**src/rtl/tt_mux_slot_ctrl.sv**
```systemverilog
// tt_mux_slot_ctrl: owns NUM_SLOTS project wrappers on one shared packed input
// bus. Exactly one slot is enabled at a time. Switching is sequenced as drain
// (old slot held in reset) -> reset (new slot held in reset) -> run.
// The selected slot's packed output is registered back to the host.
// Optional build macro: TT_MUX_SLOT_CTRL_OE_MASK_EN. When it is defined, the
// uio_out field returned to the host is masked by the slot's uio_oe.
module tt_mux_slot_ctrl #(
  parameter int NUM_SLOTS    = 4,
  parameter int IW           = 18,
  parameter int OW           = 24,
  parameter int PW           = 8,
  parameter int RST_CYCLES   = 4,
  parameter int DRAIN_CYCLES = 2,
  parameter int SEL_W        = $clog2(NUM_SLOTS) + 1
) (
  input  logic                    clk,
  input  logic                    rst,
  input  logic                    sel_valid,
  input  logic [SEL_W-1:0]        sel_slot,
  output logic                    sel_ready,
  input  logic [IW-1:0]           host_iw,
  output logic [OW-1:0]           host_ow,
  output logic [IW-1:0]           slot_iw,
  output logic [NUM_SLOTS-1:0]    slot_ena,
  input  logic [NUM_SLOTS*OW-1:0] slot_ow,
  output logic                    active,
  output logic [SEL_W-1:0]        cur_slot
);

  localparam int MAXC = (RST_CYCLES > DRAIN_CYCLES) ? RST_CYCLES : DRAIN_CYCLES;
  localparam int CW   = $clog2(MAXC) + 1;
  localparam logic [SEL_W-1:0] NONE = SEL_W'(NUM_SLOTS);

  typedef enum logic [1:0] {IDLE, DRAIN, RESET, RUN} state_t;

  state_t           state, state_nxt;
  logic [CW-1:0]    cnt;
  logic [SEL_W-1:0] pend_slot;
  logic [IW-1:1]    iw_q;
  logic [OW-1:0]    ow_sel;
  logic             xfer, sel_ok, pend_ok, cnt_exp;

  assign xfer    = sel_valid && sel_ready;
  assign sel_ok  = sel_slot < NONE;
  assign pend_ok = pend_slot < NONE;
  assign cnt_exp = cnt == CW'(1);

  // State register
  always_ff @(posedge clk) begin
    if (rst) state <= IDLE;
    else     state <= state_nxt;
  end

  // Next-state logic
  always_comb begin
    state_nxt = state;
    case (state)
      IDLE:    if (xfer && sel_ok) state_nxt = RESET;
      RUN:     if (xfer) state_nxt = DRAIN;
      DRAIN:   if (cnt_exp) state_nxt = pend_ok ? RESET : IDLE;
      RESET:   if (cnt_exp) state_nxt = RUN;
      default: state_nxt = IDLE;
    endcase
  end

  // Slot ownership and phase counter; the counter runs down to 1 so each
  // phase lasts exactly its parameter's number of cycles.
  always_ff @(posedge clk) begin
    if (rst) begin
      cnt       <= '0;
      cur_slot  <= NONE;
      pend_slot <= NONE;
    end else begin
      case (state)
        IDLE: if (xfer && sel_ok) begin
          cur_slot <= sel_slot;
          cnt      <= CW'(RST_CYCLES);
        end
        RUN: if (xfer) begin
          pend_slot <= sel_slot;
          cnt       <= CW'(DRAIN_CYCLES);
        end
        DRAIN: begin
          if (cnt_exp) begin
            if (pend_ok) begin
              cur_slot <= pend_slot;
              cnt      <= CW'(RST_CYCLES);
            end else begin
              cur_slot <= NONE;
            end
          end else begin
            cnt <= cnt - CW'(1);
          end
        end
        RESET: if (!cnt_exp) cnt <= cnt - CW'(1);
        default: ;
      endcase
    end
  end

  // FSM outputs: handshake, run flag, one-hot ena, shared bus with gated rst_n
  always_comb begin
    sel_ready = (state == IDLE) || (state == RUN);
    active    = (state == RUN);
    slot_ena  = '0;
    for (int k = 0; k < NUM_SLOTS; k++)
      slot_ena[k] = (state != IDLE) && (cur_slot == SEL_W'(k));
    slot_iw    = {iw_q[IW-1:2], (state == RUN) ? iw_q[1] : 1'b0, host_iw[0]};
  end

  // Host input register; bit0 (project clock) bypasses it
  always_ff @(posedge clk) begin
    if (rst) iw_q <= '0;
    else     iw_q <= host_iw[IW-1:1];
  end

  // Select the owned slot's output bus
  always_comb begin
    ow_sel = '0;
    for (int k = 0; k < NUM_SLOTS; k++)
      if (cur_slot == SEL_W'(k)) ow_sel = slot_ow[k*OW +: OW];
`ifdef TT_MUX_SLOT_CTRL_OE_MASK_EN
    ow_sel[2*PW-1:PW] = ow_sel[2*PW-1:PW] & ow_sel[3*PW-1:2*PW];
`endif
  end

  // Registered output to host; zero whenever no slot is running
  always_ff @(posedge clk) begin
    if (rst)                host_ow <= '0;
    else if (state == RUN)  host_ow <= ow_sel;
    else                    host_ow <= '0;
  end

endmodule

```
**config.mk**
```make
export PLATFORM = sky130hd
export DESIGN_NAME = tt_mux_slot_ctrl
export DESIGN_NICKNAME = d
export VERILOG_FILES = /design/src/rtl/tt_mux_slot_ctrl.sv
export SDC_FILE = /design/constraint.sdc
export NUM_CORES = 1
export LEC_CHECK = 0
export CAP_MARGIN = 20
export CORE_UTILIZATION = 34
export DETAILED_ROUTE_END_ITERATION = 7
export MAX_ROUTING_LAYER = met4
export PLACE_DENSITY_LB_ADDON = 0.25
export SLEW_MARGIN = 5
export SYNTH_ARGS = -nofsm -noshare
export SYNTH_HDL_FRONTEND = slang
export SYNTH_SLANG_ARGS = --single-unit
export TNS_END_PERCENT = 50
```
**constraint.sdc**
```tcl
create_clock -name clk -period 2.6 [get_ports clk]
set_clock_uncertainty 0.2 [all_clocks]
set_input_delay 0.26 -clock clk [delete_from_list [all_inputs] [get_ports clk]]
set_output_delay 0.26 -clock clk [all_outputs]
set_load 0.02 [all_outputs]
```
### Word level (Yosys, flattened, before mapping)

Cells that the tools add are included.

* eq/ne operators: 13
* reduce and logical (&&, ||, !) cells: 16
* div/mod/pow operators: 0
* bitwise operators: 1
* add/subtract/negate cells: 1
* multiply operators: 0
* order comparisons: 2
* shift-type cells: 0
* mux-type cells: 21

Operators by type and width (number)
* $mux 24: 4
* $mux 3: 8
* $pmux 3 s4: 1
* $mux 2: 5
* $ne 2x2->1 const B: 4
* $pmux 2 s4: 1
* $reduce_and 4->1: 2
* $eq 3x1->1 const B: 2
* $eq 3x2->1 const B: 2
* $logic_and 1x1->1: 6
* $lt 3x3->1 const B: 2
* $pmux 3 s2: 1
* $eq 2x2->1 const B: 2
* $reduce_bool 2->1: 2
* $logic_not 3->1: 1
* $ne 3x3->1 const B: 1
* $reduce_and 3->1: 1
* $sub 3x1->3 const B: 1
* $eq 2x1->1 const B: 1
* $logic_not 2->1: 1
* $ne 2x1->1 const B: 1
* $reduce_and 2->1: 1
* $reduce_or 2->1: 1
* $logic_or 1x1->1: 1
* 2 further kinds: 2

* latch bits: 0
* input port bits: 120
* memory bits (writable): 0
* logic and storage cells: 60
* memories: 0
* register bits after elaboration: 52
* memory bits (read-only): 0

### Longest topological paths before layout

Gate-level depths: netlist of run 1.

* depth in word-level cells: 6
* mapped depth: 7
* gate-level depth less buffers: 6

### Worst setup path before layout of run 1

OpenSTA, ideal clock, no wires.

* path kind: reg-to-reg
* start point: register state[0]
* end point: register cur_slot[2]
* setup slack: 0.581 ns
* arrival: 1.700 ns
* data required time: 2.280 ns
* setup time: 0.120 ns
* period minus slack after synthesis: 2.019 ns
* path buffers: 0
* stages on the path, launching flop included: 7
* cells stage by stage: dfxtp_1 -> inv_1 -> ha_1 -> or3b_4 -> a22oi_4 -> nor2b_1 -> a211o_1

* longest elaborated chain between the ends: 6
* elaborated cells between the ends (all ways): 11

Ends and longest elaborated chain
* start, declared: RTL line 36 `state_t state, state_nxt;`
* start signal, assigned: RTL line 51 `else state <= state_nxt;`
* $eq 2x2->1 or $logic_not 2->1 (tied branches): RTL line 103, 74
* $logic_or 1x1->1: RTL line 103 `sel_ready = (state == IDLE) || (state == RUN);`
* $logic_and 1x1->1: RTL line 43 `assign xfer = sel_valid && sel_ready;`
* $logic_and 1x1->1: RTL line 75 `IDLE: if (xfer && sel_ok) begin`
* $ne 2x2->1 (no source line)
* $reduce_and 3->1 (no source line)
* end signal, assigned: RTL line 76 `cur_slot <= sel_slot;`
* end signal, assigned: RTL line 86 `cur_slot <= pend_slot;`
* end, declared: RTL line 27 `output logic [SEL_W-1:0] cur_slot`

Parallel ways exist; a longest one is shown, timed or not.
A chain may end at the register's enable or synchronous reset.

### Worst setup path after layout of run 1

* start point: register state[0]
* end point: output port slot_ena[1]

* longest elaborated chain between the ends: 2

Ends and longest elaborated chain
* $reduce_bool 2->1: RTL line 107 `slot_ena[k] = (state != IDLE) && (cur_slot == SEL_W'(k));`
* $logic_and 1x1->1: RTL line 107
* end, declared: RTL line 24 `output logic [NUM_SLOTS-1:0] slot_ena,`

No other way between the ends.

==> results.toml, run 1 <==
[placement]
dp_cells = 517
place_congestion = 0.8573
dp_hpwl_mm = 6.365
io_buffers = 168
place_area_sq_um = 4307

[detailed_routing]
drcViolationCount = 0
vias_per_cell = 4.716
final_antenna_net_count = 0
wirelength_mm = 7.995
drt_iter0_markers = 48
dr.pass1.iters = 4
wl_per_cell_um = 15.23
vias = 2476

[clock_network]
clk_latency_ns = 0.30
clkSlewWorstSetupHoldPaths_ns = 0.10
htree_levels = 2
cts_max_path_buffers = 2
clock_sinks = 52
cts_tree = "done"
cts_root_buf = "clkbuf_8"
numCtsBuffers = 5
cts_hold_buf = 0

[layout]
stdcell_count = 525
syn2layout_area_growth_pct = 66.86
final_cell_mix = "clkdlybuf4s50_1, dfxtp_1, mux2i_1"
fin_nets = 551
multi_input_area_sq_um = 1363
drive_gt1_share_pct = 5.869
seq_area_sq_um = 1042
n_antenna_cell = 0
fill_cells = 662
final_common_cell = "clkdlybuf4s50_1"
finalInstanceArea_sq_um = 4403

[synthesis]
ys_types = 37
syn-num-nets = 404
yosysTopAreaCellShare_pct = 39.45
yosysSeqAreaShare_pct = 39.45
syn_area_per_cell_sq_um = 9.492
yosysWarningCount = 0
synthCells = 278
syn_area_sq_um = 2639
ys_ff_latch = 52
synth_area_leaders = "dfxtp_1, mux2i_1, and2_1"
post-synth-top-area-cell = "dfxtp_1"

[sta]
final_max_slew_viol_count = 0
rsz0062_at_grt = "false"
final.setup.tns_ns = 0
setup_viol = 0
post-route-period-util_pct = 92.88
slew_headroom_pct = 66.53
finalCriticalPeriod_ns = 2.415
worstMarginPinSlew_ns = 0.5004
hold_viol_final = 0
max_freq_ghz = 0.4141

[setup_path]
crit_path_end_kind = "output port"
crit_type = "flop to output port"
arrival_ns = 1.95
r2r_start = "state[0]"
r2r-end = "cur_slot[2]"
reg2regPathDepth = 6
timing.reg2reg.setup_slack_ns = 0.50
crit_required_ns = 2.14
critPathLaunchType = "flop"
crit_fanout = 8

[worst_hold_path]
hold_class = "flop to flop"
min_path_cells = 2
hold_end = "cnt[1]"
min-delay-start = "cnt[1]"

[grt]
grt_pass1_vias = 2469
track_usage_pct = 20.24
grt_antenna_before_repair = 0
grt_max_degree = 46
grt_pass1_wl_mm = 12.68
overflow = 0

[floorplanning]
io-pin-count = 171
rows = 31
die_area_sq_um = 8117
fp.dieW_um = 90.10
placeableCoreArea_sq_um = 7370
initial_utilization_pct = 35.81
die_h_um = 90.10

[run]
drv_cap = 0

[outcome]
status = "completed"

[power_and_ir_drop]
ir_drop_uv = 289.5
p_leak_nw = 1.627
powerDensity_nw_per_um2 = 492.0
-- what timing repair did --
action | CTS | global route
buffers inserted | 0 | 0
gates resized for setup | 0 | 2
endpoints found under the setup margin | 0 | 2
-- metal layers --
layer	vias up	track usage, %	wire length (um)
met5	-	-	0
met4	0	4.032	31
met3	2	4.230	373
met2	75	37.28	4299
met1	1159	22.41	3289
li1	1240	-	-
-- per-stage QoR --
stage                     power (W)  util, %  setup slack (ns)  hold slack, ns
after floorplan            0.001394        -            0.5807          0.1882
after global placement     0.001710    58.44            0.4703          0.2459
after detailed placement   0.001722    58.44            0.4375          0.2543
after CTS                  0.002195    59.68           0.06709          0.2681
after global routing       0.002305    59.75           0.07154          0.2836
final                      0.002166    59.75            0.1851          0.2646
-- cells in the mapped netlist (all sizes together) --
library cell	count
nand3	4
a21oi	9
o21ai	4
nand3b	1
nand2	6
nand2b	6
or3b	1
ha	6
a22oi	1
or4	1
mux2i	49
nor2b	19
a31oi	1
buf	25
o22ai	24
and3	1
a211o	2
mux2	1
clkbuf	11
inv	7
o21a	1
o21bai	2
and2	25
dfxtp	52
nor2	10
or3	1
a311oi	2
or2	2
o211ai	2
nor3	2
-- logic make-up (layout without fill, tap and decap cells) --
logic type	Yosys count	count (layout)	share of synthesized area, %
AOI/OAI and AO/OA	48	48	12.42
adders and majority gates	6	6	2.845
DFF	52	52	39.45
and+or+nand+nor	79	79	17.26
buffers and inverters	43	191	9.009
muxes	50	50	19.01
-- power breakdown --
group / switching (W) / total, W / internal [W]
Sequential: 0.0000357 / 0.000868 / 0.000832
Clock: 0.000270 / 0.000464 / 0.000193
Combinational: 0.000366 / 0.000834 / 0.000469
Total: 0.000672 / 0.00217 / 0.00149
-- final cells by class --
class | count | area share (%)
tap | 99 | 2.813
sequential | 52 | 23.67
clock buffer | 5 | 1.563
timing repair buffer | 176 | 39.90
multi-input combinational | 183 | 30.95
clock inverter | 3 | 0.5115
inverter | 7 | 0.5968
-- registers in the layout, indices dropped and copies added (netlist names) --
name,count
cnt,3
iw_q,17
cur_slot,3
pend_slot,3
host_ow,24
state,2
-- how the worst max path moves through the flow --
stage / endpoint / depth (start not counted) / start
detailed placement: slot_ena[1] / 5 / state[0]
floorplan: cur_slot[2] / 6 / state[0]
finish: slot_ena[1] / 5 / state[0]
global route: slot_ena[1] / 5 / state[0]
global placement: slot_ena[1] / 5 / state[0]
CTS: slot_ena[1] / 5 / state[0]
-- critical path, cell delays in order, from the launching register on --
cell and delay (ns):
dfxtp_1 0.41, inv_1 0.10, ha_2 0.25, nand2b_1 0.17, nor2_1 0.11, clkdlybuf4s50_1 0.60
Note: power is estimated with default switching activity, not from simulation.
==> run 2, diff against run 1 <==
--- a/config.mk
+++ b/config.mk
@@ -6,7 +6,7 @@
 export NUM_CORES = 1
 export LEC_CHECK = 0
 export CAP_MARGIN = 20
-export CORE_UTILIZATION = 34
+export CORE_UTILIZATION = 36
 export DETAILED_ROUTE_END_ITERATION = 7
 export MAX_ROUTING_LAYER = met4
 export PLACE_DENSITY_LB_ADDON = 0.25
==> run 2 against run 1 <==
Compared with the run above: setup slack got worse by 0.0089 ns; clock power increased by 3%; via count decreased by 0.20%; sequential power decreased by 0.8%; critical path depth unchanged; critical path type unchanged; final cell count decreased by 0.76%; largest cell class unchanged.
==> results.toml, run 2 (same netlist as run 1, synthesis figures left out) <==
[sta]
worstMarginPinSlew_ns = 0.5378
post-route-period-util_pct = 93.22
worst_slack_ns = 0.1762
max_freq_ghz = 0.4126
finalCriticalPeriod_ns = 2.424
slew_headroom_pct = 64.15
rsz0062_at_grt = "false"
final.setup.tns_ns = 0
holdWs_ns = 0.2561
hold_viol_final = 0
setup_viol = 0
final_max_slew_viol_count = 0

[placement]
place_congestion = 0.7911
io_buffers = 168
dp_hpwl_mm = 6.379
dp_cells = 513
dp_slack_ns = 0.3297

[grt]
track_usage_pct = 20.59
overflow = 0
grt.met2_usage_pct = 38.42
grt_max_degree = 33
grt_antenna_before_repair = 0
use_met3_pct = 4.995
grt_pass1_vias = 2369
grtUsageMet1_pct = 21.42
grt_pass1_wl_mm = 11.69
busiest_layer = "met2"

[detailed_routing]
vias_per_cell = 4.743
drt_iter0_markers = 56
final_antenna_net_count = 0
wirelength_mm = 8.102
dr.pass1.iters = 4
wl_per_cell_um = 15.55
vias = 2471
drcViolationCount = 0

[layout]
drive_gt1_share_pct = 5.647
top_register = "host_ow"
stdcell_count = 521
n_antenna_cell = 0
final_common_cell = "clkdlybuf4s50_1"
final_cell_mix = "clkdlybuf4s50_1, dfxtp_1, mux2i_1"
reg_top3 = "host_ow (24), iw_q (17)"
syn2layout_area_growth_pct = 65.91
largest_reg_flops = 24
fill_cells = 604
fin_nets = 550

[clock_network]
clock_sinks = 52
clk_latency_ns = 0.30
cts_hold_buf = 0
cts_root_buf = "clkbuf_8"
numCtsBuffers = 5
cts_max_path_buffers = 2
clkSlewWorstSetupHoldPaths_ns = 0.10
htree_levels = 2
cts_tree = "done"

[setup_path]
crit_path_end_kind = "output port"
arrival_ns = 1.96
max_stage_delay_ns = 0.61
crit_type = "flop to output port"
crit_path_cell_trace = "inv_1 > ha_2 > nand2b_1 > nor2_1 > clkdlybuf4s50_1"
crit_required_ns = 2.14
crit_slowest_cell = "clkdlybuf4s50_1"
critPathTopFamily = "buffers and inverters"
critPathLaunchType = "flop"
cp_num_buf_inv = 2
crit_fanout = 8

[floorplanning]
die_area_sq_um = 7676
rows = 30
initial_utilization_pct = 38.00
die_h_um = 87.62
fp.dieW_um = 87.62
placeableCoreArea_sq_um = 6944
io-pin-count = 171

[run]
drv_cap = 0

[power_and_ir_drop]
p_total_w = 0.002169
powerDensity_nw_per_um2 = 495.4
p_leak_nw = 1.603
ir_drop_uv = 327.0

[worst_hold_path]
hold_class = "flop to flop"

[outcome]
status = "completed"
[run 2: cell count changes in the layout (fill, tap and decap cells not counted)]
| cell | previous run | this run |
|---|---|---|
| clkinv_4 | 1 | 0 |
| inv_6 | 1 | 2 |
| dlygate4sd2_1 | 0 | 1 |
| clkinvlp_4 | 0 | 1 |
| clkinv_2 | 1 | 0 |
| dlymetal6s2s_1 | 1 | 0 |
| buf_12 | 1 | 0 |
[run 2: path summary, 6_finish.rpt]
path | startpoint | to | slack (ns) | depth (start not counted)
max | state[0] | slot_ena[3] | 0.18 | 5
max reg2reg | state[0] | cur_slot[2] | 0.47 | 6
min reg2reg | cnt[1] | cnt[1] | 0.26 | 2
min | cnt[1] | cnt[1] | 0.26 | 2
[run 2: per-stage QoR]
step                util, %  instance area, sq um
finish                63.04                  4378
global route          63.04                  4378
CTS                   63.01                  4375
detailed placement    61.68                  4283
global placement      61.68                  4283
floorplan                 -                  2639
[run 2: worst min-delay path, delay by kind of cell (launching register included)]
family           cells  cell delay, ns
flip-flops           1            0.32
AND/OR/NAND/NOR      1            0.05
AO/OA/AOI/OAI        1            0.05
[run 2: area by class of cell]
type,count,area [sq um],share of cell area (%)
repair buffers,175,1733,39.58
multi-input cells,183,1363,31.12
flip-flops and latches,52,1042,23.81
well taps,96,120.1,2.744
clock buffers,5,68.82,1.572
inverters,7,26.28,0.6002
clock inverters,3,25.02,0.5716
[run 2: timing repair]
action,CTS,global route
resized for setup,1,1
cloned,0,0
endpoints found under the setup margin,1,1
setup buffers,0,0
[run 2: routing by layer]
layer	up-vias	routed length [um]
li1	1238	-
met1	1141	3173
met2	82	4297
met3	10	512
met4	0	119
met5	-	0
[run 2: report_power, final]
group / leakage [nW] / total, W / switching [W] / internal, W
Combinational: 1.13 / 0.000828 / 0.000371 / 0.000457
Clock: 0.0452 / 0.000480 / 0.000283 / 0.000197
Sequential: 0.425 / 0.000861 / 0.0000284 / 0.000832
